`src/rtl/spi_reg_sequencer.sv`:
```
// SPI slave register sequencer: decodes a command byte per chip-select
// frame, then runs burst reads/writes with address auto-increment.
// Ports:
//   clk, rst_n            clock, async active-low reset
//   cs_n, rx_byte/valid   frame select and received bytes
//   tx_byte, tx_load      byte handed to the tx shifter
//   reg_addr/rd/rdata     register bank read side
//   reg_wr/wdata          register bank write side
//   busy, err_cnt         frame activity, saturating error count
module spi_reg_sequencer #(
  parameter int unsigned ADDR_W = 4,
  parameter int unsigned DATA_W = 8,
  parameter logic [3:0]  RD_CMD = 4'h1,
  parameter logic [3:0]  WR_CMD = 4'h2,
  parameter int unsigned RD_LAT = 1
) (
  input  logic              clk,
  input  logic              rst_n,
  input  logic              cs_n,
  input  logic [7:0]        rx_byte,
  input  logic              rx_valid,
  output logic [DATA_W-1:0] tx_byte,
  output logic              tx_load,
  output logic [ADDR_W-1:0] reg_addr,
  output logic              reg_rd,
  input  logic [DATA_W-1:0] reg_rdata,
  output logic              reg_wr,
  output logic [DATA_W-1:0] reg_wdata,
  output logic              busy,
  output logic [7:0]        err_cnt
);

  typedef enum logic [2:0] {
    IDLE, CMD, RD_ISSUE, RD_WAIT,
    RD_LOAD, RD_HOLD, WR_DATA, DISCARD
  } state_e;

  localparam logic [1:0] LAT_M1 = 2'(RD_LAT - 1);

  state_e              state_q, state_d;
  logic [ADDR_W-1:0]   addr_q, addr_d;
  logic [1:0]          cnt_q, cnt_d;
  logic [DATA_W-1:0]   tx_q, tx_d;
  logic                ld_q, ld_d;
  logic                rd_q, rd_d;
  logic                wr_q, wr_d;
  logic [DATA_W-1:0]   wdat_q, wdat_d;
  logic                busy_q, busy_d;
  logic [7:0]          err_q, err_d;
  logic                err_inc;

  always_ff @(posedge clk or negedge rst_n) begin
    if (!rst_n) begin
      state_q <= IDLE;
      addr_q  <= '0;
      cnt_q   <= '0;
      tx_q    <= '0;
      ld_q    <= 1'b0;
      rd_q    <= 1'b0;
      wr_q    <= 1'b0;
      wdat_q  <= '0;
      busy_q  <= 1'b0;
      err_q   <= '0;
    end else begin
      state_q <= state_d;
      addr_q  <= addr_d;
      cnt_q   <= cnt_d;
      tx_q    <= tx_d;
      ld_q    <= ld_d;
      rd_q    <= rd_d;
      wr_q    <= wr_d;
      wdat_q  <= wdat_d;
      busy_q  <= busy_d;
      err_q   <= err_d;
    end
  end

  always_comb begin
    state_d = state_q;
    addr_d  = addr_q;
    cnt_d   = cnt_q;
    tx_d    = tx_q;
    ld_d    = 1'b0;
    rd_d    = 1'b0;
    wr_d    = 1'b0;
    wdat_d  = wdat_q;
    err_inc = 1'b0;
    if (cs_n) begin
      state_d = IDLE;
    end else begin
      unique case (state_q)
        IDLE: state_d = CMD;
        CMD: begin
          if (rx_valid) begin
            addr_d = rx_byte[ADDR_W-1:0];
            if (rx_byte[7:4] == RD_CMD) begin
              state_d = RD_ISSUE;
              rd_d    = 1'b1;
            end else if (rx_byte[7:4] == WR_CMD) begin
              state_d = WR_DATA;
            end else begin
              err_inc = 1'b1;
              state_d = DISCARD;
            end
          end
        end
        RD_ISSUE: begin
          err_inc = rx_valid;
          cnt_d   = '0;
          state_d = RD_WAIT;
        end
        RD_WAIT: begin
          err_inc = rx_valid;
          if (cnt_q == LAT_M1) begin
            tx_d    = reg_rdata;
            ld_d    = 1'b1;
            addr_d  = addr_q + 1'b1;
            state_d = RD_LOAD;
          end else begin
            cnt_d = cnt_q + 2'd1;
          end
        end
        RD_LOAD: begin
          err_inc = rx_valid;
          state_d = RD_HOLD;
        end
        RD_HOLD: begin
          // Dummy byte in means the master wants the next register.
          if (rx_valid) begin
            state_d = RD_ISSUE;
            rd_d    = 1'b1;
          end
        end
        WR_DATA: begin
          // Bump address the cycle after the write strobe.
          if (wr_q) addr_d = addr_q + 1'b1;
          if (rx_valid) begin
            wr_d   = 1'b1;
            wdat_d = rx_byte[DATA_W-1:0];
          end
        end
        DISCARD: state_d = DISCARD;
        default: state_d = IDLE;
      endcase
    end
    busy_d = (state_d != IDLE);
    err_d  = (err_inc && err_q != 8'hFF) ? err_q + 8'd1 : err_q;
  end

  assign tx_byte   = tx_q;
  assign tx_load   = ld_q;
  assign reg_addr  = addr_q;
  assign reg_rd    = rd_q;
  assign reg_wr    = wr_q;
  assign reg_wdata = wdat_q;
  assign busy      = busy_q;
  assign err_cnt   = err_q;

endmodule

```
`config.mk`:
```
export PLATFORM = sky130hd
export DESIGN_NAME = spi_reg_sequencer
export DESIGN_NICKNAME = d
export VERILOG_FILES = /design/src/rtl/spi_reg_sequencer.sv
export SDC_FILE = /design/constraint.sdc
export NUM_CORES = 1
export LEC_CHECK = 0
export ABC_AREA = 1
export CORE_MARGIN = 2
export CORE_UTILIZATION = 35
export DETAILED_ROUTE_END_ITERATION = 8
export PLACE_DENSITY = 0.63
export SLEW_MARGIN = 20
export SYNTH_ARGS = -nofsm -noshare
export SYNTH_HDL_FRONTEND = slang
export SYNTH_SLANG_ARGS = --single-unit
```
`constraint.sdc`:
```
create_clock -name clk -period 1.8 [get_ports clk]
set_input_delay 0.45 -clock clk [delete_from_list [all_inputs] [get_ports clk]]
set_output_delay 0.45 -clock clk [all_outputs]
set_load 0.01 [all_outputs]
```
# Word level (Yosys, flattened, before mapping)
# Cells that the tools add are included.
# word_totals
ramBits	0
memories	0
input_bits	20
latch_bits	0
ff_bits	37
wordCells	67
output_inout_bits	32
mem_bits_ro	0
# classes
reduce_logical	11
div	0
addsub	3
n_mul	0
n_eq_ne	14
n_bitwise	1
n_lt_le_gt_ge	0
mux	28
shifts	0
# ops
cell	n
$pmux 3 s7	1
$mux 3	5
$mux 1	14
$eq 3x3->1 const B	4
$mux 4	3
$pmux 4 s3	1
$reduce_and 3->1	3
$add 8x1->8 const B	1
$ne 2x2->1 const B	4
$ne 8x8->1 const B	1
$eq 3x2->1 const B	2
$reduce_bool 3->1	2
$reduce_and 5->1	1
$add 4x1->4 const B	1
$eq 4x1->1 const B	1
$eq 4x2->1 const B	1
$pmux 1 s2	2
$pmux 2 s2	1
$eq 3x1->1 const B	1
$logic_not 3->1	1
$reduce_or 3->1	1
$add 2x1->2 const B	1
$logic_not 2->1	1
$mux 2	1
other kinds (3)	3

# Longest topological paths before layout
# logic_depth
word_depth	7
depth_mapped	8
depth_no_buf	8

# Worst setup path before layout
# OpenSTA, ideal clock, no wires.
# synth_path
path_type	reg2reg
startpoint	register err_q[0], in the netlist err_cnt[0]
endpoint	register err_q[5], in the netlist err_cnt[5]
t_arrival_ps	1399
stages_incl_launch_ff	8
period_less_slack_ps	1516
setup_slack_ps	284
n_path_buf	0
setup_ps	117
path_cell_list	dfrtp_1 ha_1 nand3_1 nor2_1 a21oi_2 nand2_2 nand2_1 nand2_1
# synth_between
elab_chain_len	2
word_cells_on_any_way	3
cone_classes	add/sub: 1; eq/ne: 1; reduce/logical: 1
# synth_rtl
item	line	source
start, declared	49	logic [7:0] err_q, err_d;
start signal, assigned	74	err_q <= err_d;
parallel branches: the longest is 2 deep, another holds $add 8x1->8	n/a	
# Several ways; the timed one is not identified.
# A chain may end at the register's enable or synchronous reset.

# Worst setup path after layout
# layout_path
startpoint	register err_q[2], in the netlist err_cnt[2]
endpoint	output err_cnt[2]
# layout_lines
item	line	source
end, declared	30	output logic [7:0] err_cnt
# No word-level cell between the ends.

==> flow_results.xml <==
<?xml version="1.0" encoding="UTF-8"?>
<metrics>
  <group name="power">
    <metric name="vdd.ir_drop.worst" unit="V">0.0006583</metric>
    <metric name="fin_total_pwr" unit="uW">2538</metric>
    <metric name="static_leak" unit="uW">0.001233</metric>
    <metric name="p_per_area" unit="mW/mm^2">1008</metric>
  </group>
  <group name="cells_and_area">
    <metric name="fin_nets" unit="">307</metric>
    <metric name="num_antenna_cells" unit="">0</metric>
    <metric name="fill_cells" unit="">456</metric>
    <metric name="final_cells" unit="">352</metric>
    <metric name="post_route_cells_drive_above_1_share" unit="%">10.53</metric>
    <metric name="syn2layout_area_growth" unit="%">42.59</metric>
  </group>
  <group name="sta">
    <metric name="setup_ws" unit="ps">52.82</metric>
    <metric name="max-slew-margin-rel" unit="%">68.74</metric>
    <metric name="hold_slack" unit="ps">192.3</metric>
    <metric name="worst_margin_pin_slew" unit="ps">468.9</metric>
    <metric name="setup_viol" unit="">0</metric>
    <metric name="final.min_clock_period" unit="ps">1747</metric>
    <metric name="report.final.slew_viol_count" unit="">0</metric>
    <metric name="hold_viol" unit="">0</metric>
    <metric name="final.setup.tns" unit="ps">0</metric>
    <metric name="setup_repair_after_global_routing_missed_its_margin" unit="">no</metric>
    <metric name="layout_worst_path_cycle_share" unit="%">97.07</metric>
    <metric name="worst_clock_skew" unit="ps">3.805</metric>
    <metric name="max_clock_freq" unit="MHz">572.4</metric>
  </group>
  <group name="critical_path">
    <metric name="cp_cell_sequence" unit="">clkdlybuf4s50_1</metric>
    <metric name="worst_setup_path_startpoint" unit="">err_cnt[2]$_DFFE_PN0P_</metric>
    <metric name="cp_max_fo" unit="">5</metric>
    <metric name="crit_path_top_delay_cell" unit="">sky130_fd_sc_hd__clkdlybuf4s50_1</metric>
    <metric name="worstSetupEndpointType" unit="">output pin</metric>
    <metric name="timing.critical_path.buf_inv" unit="">1</metric>
    <metric name="start_kind" unit="">flop</metric>
    <metric name="worst_ep_arrival_time" unit="ps">1300</metric>
    <metric name="crit_family" unit="">buffers and inverters</metric>
    <metric name="critPathRequiredTime" unit="ps">1350</metric>
    <metric name="rr_startpoint" unit="">err_cnt[0]$_DFFE_PN0P_</metric>
    <metric name="critical_path.max_stage_delay" unit="ps">570</metric>
    <metric name="critical_path_class" unit="">flop to output pin</metric>
  </group>
  <group name="global_routing">
    <metric name="grt-ovfl-total" unit="">0</metric>
    <metric name="antenna_found_initial" unit="">0</metric>
    <metric name="first_global_vias" unit="">1410</metric>
    <metric name="track_usage" unit="%">14.98</metric>
    <metric name="grt_first_pass_wirelength" unit="um">6341</metric>
    <metric name="largest_net_degree_at_the_start_of_global_routing" unit="">38</metric>
  </group>
  <group name="floorplan">
    <metric name="die_area" unit="mm^2">0.005628</metric>
    <metric name="floorplan.initialDensity" unit="%">36.89</metric>
    <metric name="std_cell_rows" unit="">25</metric>
    <metric name="floorplan.die.height" unit="um">75.02</metric>
    <metric name="core" unit="mm^2">0.004786</metric>
    <metric name="num_io_pins" unit="">52</metric>
    <metric name="die_extent_in_x" unit="um">75.02</metric>
  </group>
  <group name="placed_design">
    <metric name="pre_cts_slack" unit="ps">41.88</metric>
    <metric name="gpl_wtd_cong" unit="">0.7786</metric>
    <metric name="port-buffer-count" unit="">51</metric>
    <metric name="numPlacedInstances" unit="">344</metric>
    <metric name="dp.final_hpwl" unit="um">2852</metric>
  </group>
  <group name="clock_tree">
    <metric name="clockBufferDepth" unit="">2</metric>
    <metric name="cts_setup_buffers" unit="">0</metric>
    <metric name="clk-insertion-delay-late" unit="ps">290</metric>
    <metric name="cts.reportedPaths.clkPinSlew" unit="ps">70</metric>
    <metric name="htreeDepth" unit="">2</metric>
    <metric name="clock_sinks" unit="">37</metric>
    <metric name="cts_tree" unit="">done</metric>
    <metric name="cts_resized" unit="">0</metric>
    <metric name="cts-buffers-inserted" unit="">5</metric>
    <metric name="clk_root_buffer_cell" unit="">sky130_fd_sc_hd__clkbuf_8</metric>
    <metric name="hold_buffers" unit="">0</metric>
  </group>
  <group name="drt">
    <metric name="wire_per_inst" unit="um">10.99</metric>
    <metric name="total_routed_length" unit="um">3868</metric>
    <metric name="vias" unit="">1576</metric>
    <metric name="via_per_inst" unit="">4.477</metric>
    <metric name="post_detailed_route_drc_marker_count" unit="">0</metric>
    <metric name="antenna_left" unit="">0</metric>
    <metric name="drtPass1Iterations" unit="">4</metric>
    <metric name="first_iter_violations" unit="">60</metric>
  </group>
  <group name="logic_synthesis">
    <metric name="synthCells" unit="">217</metric>
    <metric name="netlist-cell-type-count" unit="">24</metric>
    <metric name="netlist.area_leader.share" unit="%">52.45</metric>
    <metric name="synth_edf_count" unit="">0</metric>
    <metric name="synth_commonest_cells" unit="">93 x sky130_fd_sc_hd__nand2_1, 37 x sky130_fd_sc_hd__dfrtp_1, 17 x sky130_fd_sc_hd__nand3_1</metric>
    <metric name="synth_most_common_cell" unit="">sky130_fd_sc_hd__nand2_1</metric>
    <metric name="count_of_state_elements_after_synthesis" unit="">37</metric>
    <metric name="post_synth_main_area_contributors" unit="">sky130_fd_sc_hd__dfrtp_1 52%, sky130_fd_sc_hd__nand2_1 20%, sky130_fd_sc_hd__nand3_1 4.8%</metric>
    <metric name="synth-seq-area-share" unit="%">52.45</metric>
    <metric name="synth-main-ff-cell" unit="">sky130_fd_sc_hd__dfrtp_1</metric>
    <metric name="syn_avg_cell_area" unit="um^2">8.136</metric>
    <metric name="synth_async_sr_flop_share" unit="%">100.0</metric>
    <metric name="post_synth_instance_area" unit="mm^2">0.001765</metric>
    <metric name="yosys_warnings" unit="">0</metric>
    <metric name="synth_nets" unit="">240</metric>
    <metric name="yosysTopAreaCell" unit="">sky130_fd_sc_hd__dfrtp_1</metric>
  </group>
  <group name="job">
    <metric name="cap_violations" unit="">0</metric>
  </group>
  <group name="run_status">
    <metric name="outcome" unit="">finished clean</metric>
  </group>
  <group name="hold_path">
    <metric name="holdCritPathClass" unit="">input port to asynchronous set/reset pin</metric>
  </group>
</metrics>
==> layout by cell type (no fill, tap or decap), drive strengths merged <==
cell,instances
o21ai,17
inv,18
nor2,11
clkinv,2
xor2,4
o22ai,1
ha,3
clkdlybuf4s50,50
nand3b,1
dfrtp,37
buf,11
nand3,19
a21oi,2
a31oi,2
nand2,95
clkbuf,8
nand4,2
xnor2,2
==> metrics by stage <==
stage               cell area, um^2  util (%)
floorplan                      1765         -
CTS                            2517     52.60
global placement               2437     50.93
detailed placement             2437     50.93
finish                         2517     52.60
global route                   2517     52.60
==> power breakdown <==
| part | switching [uW] | internal, uW |
|---|---|---|
| clock | 275 | 275 |
| combinational | 358 | 471 |
| sequential | 151 | 1010 |
| total | 784 | 1750 |
==> area by class of cell <==
class                      count  area, um^2  area share, %
clock buffer                   8       80.08          3.181
multi-input combinational    159       758.2          30.12
timing repair buffer          61       593.1          23.56
sequential                    37       925.9          36.78
tap                           67       83.83          3.330
inverter                      20       76.32          3.032
==> registers in the layout, summed over array words and instances (netlist names) <==
signal,flops
err_cnt,8
reg_wdata,8
tx_byte,8
reg_addr,4
state_q,3
cnt_q,2
busy,1
reg_rd,1
reg_wr,1
tx_load,1
==> routing by layer <==
metal  global-route usage, %  wire length, um  vias up
met3                   3.614              199        7
met5                       0                0        -
met1                   20.10             1772      710
met4                   7.143               74        0
li1                        -                -      823
met2                   22.81             1821       36
==> cell families (layout without fill, tap and decap cells) <==
group	Yosys count	in the layout	share of synthesized area, %
flops	37	37	52.45
buf+inv	21	89	4.606
simple gates	128	128	30.33
xor+xnor	6	6	2.977
compound gates	22	22	7.512
fa+ha+maj	3	3	2.126
==> worst paths after layout <==
check / to / slack (ps) / depth (start not counted)
max: err_cnt[2] / 50 / 1
min: reg_wdata[2]$_DFFE_PN0P_ / 190 / 2
max reg2reg: err_cnt[4]$_DFFE_PN0P_ / 290 / 7
min reg2reg: tx_byte[7]$_DFFE_PN0P_ / 480 / 2
max in group asynchronous: tx_byte[3]$_DFFE_PN0P_ / 1270 / 2
min in group clk: tx_byte[7]$_DFFE_PN0P_ / 480 / 2
Note: power is estimated with default switching activity, not from simulation.
